`src/rtl/network_barrier.sv`:
```
// Barrier that starts a network of triggers, aggregates their idle/sleep/sync state and
// reports completion. Optional watchdog forced-finish: define NETWORK_BARRIER_WATCHDOG_EN.
module network_barrier #(
  parameter int unsigned NUM_ACTORS     = 4,
  parameter int unsigned NUM_INPUTS     = 1,
  parameter int unsigned WATCHDOG_LIMIT = 65535
) (
  input  logic                  ap_clk,
  input  logic                  ap_rst_n,
  input  logic                  ap_start,
  output logic                  ap_done,
  output logic                  ap_ready,
  output logic                  ap_idle,
  output logic                  actor_ap_start,
  input  logic [NUM_ACTORS-1:0] actor_ap_idle,
  input  logic [NUM_ACTORS-1:0] actor_sleep,
  input  logic [NUM_ACTORS-1:0] actor_sync_exec,
  input  logic [NUM_ACTORS-1:0] actor_sync_wait,
  input  logic [NUM_INPUTS-1:0] in_fifo_write,
  output logic                  all_sleep,
  output logic                  all_sync,
  output logic                  all_sync_wait,
  output logic                  external_enqueue,
  output logic [15:0]           round_count,
  output logic                  watchdog_trip
);

  typedef enum logic [1:0] {StIdle, StStart, StRun, StFinish} state_e;

  state_e      state_q, state_d;
  logic        seen_busy_q, seen_busy_d;
  logic        ext_q, ext_d;
  logic        sync_prev_q;
  logic [15:0] round_q, round_d;
  logic        in_run;
  logic        sync_rise;
  logic        wd_fire;

  assign in_run        = (state_q == StRun);
  assign all_sleep     = in_run & (&actor_sleep);
  assign all_sync      = in_run & (&(actor_sync_exec | actor_sync_wait));
  assign all_sync_wait = in_run & (&actor_sync_wait);
  assign sync_rise     = all_sync & ~sync_prev_q;

  assign ap_idle          = (state_q == StIdle);
  assign actor_ap_start   = (state_q == StStart);
  assign ap_done          = (state_q == StFinish);
  assign ap_ready         = ap_done;
  assign external_enqueue = ext_q & in_run;
  assign round_count      = round_q;

`ifdef NETWORK_BARRIER_WATCHDOG_EN
  logic [31:0] wd_cnt_q, wd_cnt_d;
  logic        trip_q, trip_d;

  assign wd_fire       = in_run & (wd_cnt_q == 32'(WATCHDOG_LIMIT));
  assign watchdog_trip = trip_q;

  always_comb begin
    wd_cnt_d = wd_cnt_q;
    trip_d   = trip_q;
    if (state_q == StStart) begin
      wd_cnt_d = '0;
      trip_d   = 1'b0;
    end else if (in_run) begin
      wd_cnt_d = sync_rise ? '0 : wd_cnt_q + 32'd1;
      if (wd_fire) trip_d = 1'b1;
    end
  end
`else
  logic unused_wd_limit;
  assign unused_wd_limit = ^WATCHDOG_LIMIT;
  assign wd_fire         = 1'b0;
  assign watchdog_trip   = 1'b0;
`endif

  always_comb begin
    state_d     = state_q;
    seen_busy_d = seen_busy_q;
    ext_d       = ext_q;
    round_d     = round_q;
    unique case (state_q)
      StIdle: begin
        if (ap_start) state_d = StStart;
      end
      StStart: begin
        seen_busy_d = 1'b0;
        ext_d       = 1'b0;
        round_d     = '0;
        state_d     = StRun;
      end
      StRun: begin
        if (!(&actor_ap_idle)) seen_busy_d = 1'b1;
        // A write coinciding with a sync round must survive the clear.
        if (all_sync) ext_d = 1'b0;
        if (|in_fifo_write) ext_d = 1'b1;
        if (sync_rise && (round_q != 16'hffff)) round_d = round_q + 16'd1;
        if ((seen_busy_q && (&actor_ap_idle)) || wd_fire) state_d = StFinish;
      end
      StFinish: begin
        state_d = StIdle;
      end
      default: state_d = StIdle;
    endcase
  end

  always_ff @(posedge ap_clk or negedge ap_rst_n) begin
    if (!ap_rst_n) begin
      state_q     <= StIdle;
      seen_busy_q <= 1'b0;
      ext_q       <= 1'b0;
      sync_prev_q <= 1'b0;
      round_q     <= '0;
`ifdef NETWORK_BARRIER_WATCHDOG_EN
      wd_cnt_q    <= '0;
      trip_q      <= 1'b0;
`endif
    end else begin
      state_q     <= state_d;
      seen_busy_q <= seen_busy_d;
      ext_q       <= ext_d;
      sync_prev_q <= all_sync;
      round_q     <= round_d;
`ifdef NETWORK_BARRIER_WATCHDOG_EN
      wd_cnt_q    <= wd_cnt_d;
      trip_q      <= trip_d;
`endif
    end
  end

endmodule
```
`config.mk`:
```
export PLATFORM = sky130hd
export DESIGN_NAME = network_barrier
export DESIGN_NICKNAME = d
export VERILOG_FILES = /design/src/rtl/network_barrier.sv
export SDC_FILE = /design/constraint.sdc
export NUM_CORES = 1
export LEC_CHECK = 0
export BUFFER_PORTS_ARGS = -buffer_cell sky130_fd_sc_hd__buf_4
export CORE_MARGIN = 3
export CORE_UTILIZATION = 46
export DETAILED_ROUTE_END_ITERATION = 12
export HOLD_SLACK_MARGIN = 0.08
export PLACE_DENSITY = 0.72
export SYNTH_ARGS = -nofsm -noshare
export SYNTH_HDL_FRONTEND = slang
export SYNTH_SLANG_ARGS = --single-unit
```
`constraint.sdc`:
```
create_clock -name ap_clk -period 2.1 [get_ports ap_clk]
set_input_delay 0.105 -clock ap_clk [delete_from_list [all_inputs] [get_ports ap_clk]]
set_output_delay 0.105 -clock ap_clk [all_outputs]
set_load 0.02 [all_outputs]
```
==> flow_summary.toml, run 1 <==
[setup_path]
cpLargestDelayFamily = "simple AND/OR/NAND/NOR gates"
crit_required_ps = 2370
cp_data_arrival_time_ps = 2290
r2r_start = "round_count[1]$_DFFE_PN0P_"
ff2ff_path_depth = 5
slowest_stage = "or4_2"
r2r-end = "round_count[14]$_DFFE_PN0P_"
rrSetupSlack_ps = 80
crit_path_end_kind = "register"
cp-start-kind = "register"
critPathKind = "reg2reg"
slowest_delay_ps = 670
worstPathCellList = "ha_2, nand4_4, or4_2, or4_1, nand3_1"
path_max_fanout = 6
crit_buf_inv = 0

[floorplan]
dieArea_mm2 = 0.00390
die_y_um = 62.5
chipWidth_um = 62.5
core_mm2 = 0.00290
ios = 45
initial_core_util_pct = 50.6
rows = 19

[global_route]
grt_pass1_wl_mm = 7.16
grt_usage_pct = 22.6
antenna_found_initial = 0
globalRouteOverflowTotal = 0
grt_max_degree = 22
grt_pass1_vias = 1555

[status]
run_status = "finished, final reports clean"

[routing]
viasPerCell = 6.03
routed_wl_mm = 4.43
vias = 1587
drt_pre_antenna_iters = 4
drt-initial-drc-count = 148
wl_per_cell_um = 16.8
ant_nets = 0
remaining_drc_errors = 0

[clocking]
clockBufferDepth = 2
cts.clk_slew.worst_paths_ps = 130
cts_buffers = 3
cts-root-buf = "clkbuf_4"
cts_sinks = 21
cts_tree = "done"
insertion_delay_ps = 320
h-tree-depth = 1

[sta]
setup_viol = 0
drv_slew = 0
worst_hold_slack_ps = 89.2
period_share_pct = 96.2
finClkSkew_ps = 8.56
hold_viol_final = 0
layout_min_cycle_time_ps = 2020
fmax_mhz = 495
slew-limit-headroom_pct = 65.0
worst_pin_slew_ps = 521

[finish]
fillers = 238
n_antenna_cell = 0
utilization_pct = 68.6
final_cells = 263
drive_gt1_share_pct = 41.6
final_cell_mix = "buf_4, dfrtp_1, nand4_1, nand3_1, nand2_1"
seqCellArea_um2 = 528
area_growth_pct = 35.6
layout_commonest_cell = "buf_4"
nets = 248
multiInputGateArea_um2 = 850

[synthesis]
synth_area_leader_cell = "dfrtp_1"
synthFlopType = "dfrtp_1"
synth_area_leaders = "dfrtp_1, ha_1, nand4_1, nand3_1, a31o_2"
yosys_warnings = 0
syn_nets = 187
ys_types = 49
synth_cells = 161
synth_top_area_share_pct = 35.8
syn_area_per_cell_um2 = 9.12
ys_seq_elements = 21
syn_area_mm2 = 0.00147
synth_edf_count = 0
async_reset_ff_share_pct = 100
yosysSeqAreaShare_pct = 35.8

[min_path]
whs_path_depth = 3
hold_path_class = "in2reg"
holdPathEnd = "state_q[0]$_DFFE_PN0P_"
hold_start = "ap_start"

[job]
cap_violations = 0

[placement]
dp_hpwl_mm = 3.21
dp_cells = 252
gp_congestion = 0.915
port_buffers = 43

[pwr]
power_density_mw_per_mm2 = 1000
p_leak_nw = 0.896
peakVddDrop_uv = 897
==> cells in the mapped netlist, types with 2 or more instances <==
library cell	count
dfrtp_1	21
nand2_1	11
nand3_1	11
nand4_1	11
inv_1	8
nor2_1	7
a31o_2	6
a31oi_1	6
ha_1	6
nor4_1	5
o211ai_1	5
or4_1	5
o31ai_1	4
a211oi_1	3
and2_1	3
clkbuf_1	3
nor3_1	3
o21ai_0	3
or4_2	3
a41oi_1	2
buf_2	2
buf_4	2
nand2b_1	2
o22ai_1	2
o311ai_0	2
or2_2	2
==> tightest hold or removal path: stages <==
cell and delay [ps]:
buf_4 70, nand2b_1 120, a2bb2oi_1 70
==> registers in the layout, summed over array words and instances (netlist names) <==
name and count:
round_count 16, state_q 2, seen_busy_q 1, sync_prev_q 1, ext_q 1
==> area by class of cell <==
| class | count | area share (%) |
|---|---|---|
| multi-input combinational | 121 | 42.7 |
| sequential | 21 | 26.5 |
| timing repair buffer | 66 | 25.1 |
| tap | 42 | 2.64 |
| inverter | 9 | 1.70 |
| clock buffer | 4 | 1.32 |
==> per-layer routing <==
layer / track usage (%) / part of all wire (%) / vias to the layer above
met1: 27.5 / 42 / 748
met4: 9.92 / 1.5 / 0
met5: 0 / 0 / -
met3: 3.96 / 7.0 / 9
met2: 38.9 / 49 / 80
li1: - / - / 750
==> per-stage QoR <==
step	setup slack, ps	power, mW	cell area [µm²]	TNS, ps
final	79.9	2.00	1990	0
after global routing	-0.585	2.16	1990	-0.585
after CTS	5.77	1.97	1940	0
after detailed placement	25.8	1.76	1900	0
after global placement	93.0	1.72	1900	0
after floorplan	19.5	1.31	1480	0
==> how the worst max path moves through the flow <==
| stage | start | end | slack (ps) | cells past startpoint |
|---|---|---|---|---|
| CTS | round_count[1]$_DFFE_PN0P_ | round_count[1]$_DFFE_PN0P_ | 6 | 5 |
| floorplan | state_q[0]$_DFFE_PN0P_ | round_count[1]$_DFFE_PN0P_ | 20 | 7 |
| detailed placement | round_count[1]$_DFFE_PN0P_ | round_count[1]$_DFFE_PN0P_ | 30 | 5 |
| global route | round_count[1]$_DFFE_PN0P_ | round_count[14]$_DFFE_PN0P_ | -0.6 | 5 |
| finish | round_count[1]$_DFFE_PN0P_ | round_count[14]$_DFFE_PN0P_ | 80 | 5 |
| global placement | round_count[1]$_DFFE_PN0P_ | round_count[1]$_DFFE_PN0P_ | 90 | 5 |
==> power by group <==
group / switching (mW) / internal, mW
Sequential: 0.107 / 0.511
Combinational: 0.648 / 0.523
Clock: 0.137 / 0.0743
Total: 0.891 / 1.11
==> kinds of logic after synthesis <==
group | share of synthesized area (%)
AND/OR/NAND/NOR | 28.5
AO/OA/AOI/OAI | 22.3
flip-flops | 35.8
buffers and inverters | 7.25
adder cells (fa/ha/maj) | 5.11
multiplexers | 0.767
other | 0.256
==> timing repair <==
action | in CTS | in global routing
hold buffers | 2 | 0
endpoints found under the setup margin | 0 | 12
setup buffers | 0 | 5
gates resized for setup | 0 | 2
endpoints found under the hold margin | 22 | 0
(Power assumes the default switching activity.)
==> inputs of run 2 (changes only) <==
--- a/config.mk
+++ b/config.mk
@@ -11,6 +11,7 @@
 export DETAILED_ROUTE_END_ITERATION = 12
 export HOLD_SLACK_MARGIN = 0.08
 export PLACE_DENSITY = 0.72
+export RECOVER_POWER = 50
 export SYNTH_ARGS = -nofsm -noshare
 export SYNTH_HDL_FRONTEND = slang
 export SYNTH_SLANG_ARGS = --single-unit
==> flow_summary.toml, run 2 (synthesis gave the netlist of run 1 again) <==
[status]
run_status = "finished, final reports clean"

[floorplan]
die_y_um = 62.5
dieArea_mm2 = 0.00390
chipWidth_um = 62.5
initial_core_util_pct = 50.6
ios = 45
rows = 19
core_mm2 = 0.00290

[placement]
dp_cells = 252
dp_hpwl_mm = 3.21
gp_congestion = 0.915
place_area_mm2 = 0.00190
pre_cts_ws_ps = 25.8
port_buffers = 43

[routing]
remaining_drc_errors = 0
wl_per_cell_um = 16.9
drt-initial-drc-count = 145
viasPerCell = 6.12
vias = 1610
ant_nets = 0
routed_wl_mm = 4.46
drt_pre_antenna_iters = 4

[pwr]
peakVddDrop_uv = 901
power_density_mw_per_mm2 = 1010
sw_frac_of_total_pct = 45.4
intPower_mw = 1.07
p_seq_share_pct = 31.4
combPwrFrac_pct = 57.9
power_frac_clock_pct = 10.7
power.net_switching_mw = 0.892
p_leak_nw = 0.847
finalPower_mw = 1.96

[global_route]
grt_pass1_vias = 1555
grt_pass1_wl_mm = 7.16
grt_max_degree = 22
grt_usage_pct = 22.6
antenna_found_initial = 0
globalRouteOverflowTotal = 0

[sta]
fin_ws_ps = 82.8
drv_slew = 0
slew-limit-headroom_pct = 18.5
hold_viol_final = 0
period_share_pct = 96.1
finClkSkew_ps = 8.13
setup_tns_ps = 0
setup_viol = 0
worst_hold_slack_ps = 90.4
worst_pin_slew_ps = 1220
fmax_mhz = 496
layout_min_cycle_time_ps = 2020

[setup_path]
cp-start-kind = "register"
crit_buf_inv = 0
path_max_fanout = 6
crit_path_end_kind = "register"
cp_data_arrival_time_ps = 2280
setup.worst_path.start = "round_count[1]$_DFFE_PN0P_"
worstPathCellList = "ha_2, nand4_4, or4_2, or4_1, nand3_1"
slowest_delay_ps = 670
r2r-end = "round_count[14]$_DFFE_PN0P_"
cpLargestDelayFamily = "simple AND/OR/NAND/NOR gates"
critPathKind = "reg2reg"
crit_required_ps = 2370
slowest_stage = "or4_2"
ff2ff_path_depth = 5
r2r_start = "round_count[1]$_DFFE_PN0P_"
rrSetupSlack_ps = 80

[finish]
stdcell_area_mm2 = 0.00195
drive_gt1_share_pct = 36.2
nets = 248
final_cells = 263
layout_commonest_cell = "buf_4"
final_cell_mix = "buf_4, dfrtp_1, clkbuf_1"
utilization_pct = 67.1
area_growth_pct = 32.6
n_antenna_cell = 0
largest_register_ffs = 16

[job]
cap_violations = 0

[min_path]
hold_path_class = "in2reg"
whs_path_depth = 3
hold_start = "ap_start"
holdPathEnd = "state_q[0]$_DFFE_PN0P_"

[clocking]
cts-root-buf = "clkbuf_4"
clockBufferDepth = 2
cts_buffers = 3
cts_tree = "done"
cts.clk_slew.worst_paths_ps = 130
insertion_delay_ps = 320
cts_sinks = 21
h-tree-depth = 1
-- run 2: layer usage --
metal	routed length (µm)	up-vias	global-route usage [%]
li1	-	752	-
met1	1840	754	27.5
met2	2190	95	38.9
met3	358	9	3.96
met4	67	0	9.92
met5	0	-	0
-- run 2: layout make-up --
type	instances	area, µm²
fillers	257	955
flip-flops and latches	21	528
repair buffers	66	455
well taps	42	52.6
multi-input cells	121	850
inverters	9	33.8
clock buffers	4	26.3
-- run 2: how the worst max path moves through the flow --
stage | to | cells past startpoint
after floorplan | round_count[1]$_DFFE_PN0P_ | 7
after global routing | round_count[14]$_DFFE_PN0P_ | 5
after detailed placement | round_count[1]$_DFFE_PN0P_ | 5
final | round_count[14]$_DFFE_PN0P_ | 5
after CTS | round_count[1]$_DFFE_PN0P_ | 5
after global placement | round_count[1]$_DFFE_PN0P_ | 5
-- run 2: what timing repair did --
action                                  4_1_cts  5_1_grt
setup buffers                                 0        5
endpoints found under the hold margin        22        0
endpoints found under the setup margin        0       12
hold buffers                                  2        0
gates resized for setup                       0        2
-- run 2: tightest hold or removal path: cells and delay by family --
family,cells,cell delay [ps]
AOI/OAI and AO/OA,1,70
buffers and inverters,1,70
and+or+nand+nor,1,120
-- run 2: power groups by stage --
| stage | Clock, mW | Combinational, mW | Sequential, mW |
|---|---|---|---|
| 5_1_grt | 0.235 | 1.26 | 0.634 |
| 3_3_place_gp | 0 | 1.10 | 0.622 |
| 4_1_cts | 0.214 | 1.14 | 0.618 |
| 2_1_floorplan | 0 | 0.619 | 0.695 |
| 6_report | 0.210 | 1.14 | 0.617 |
| 3_5_place_dp | 0 | 1.13 | 0.627 |
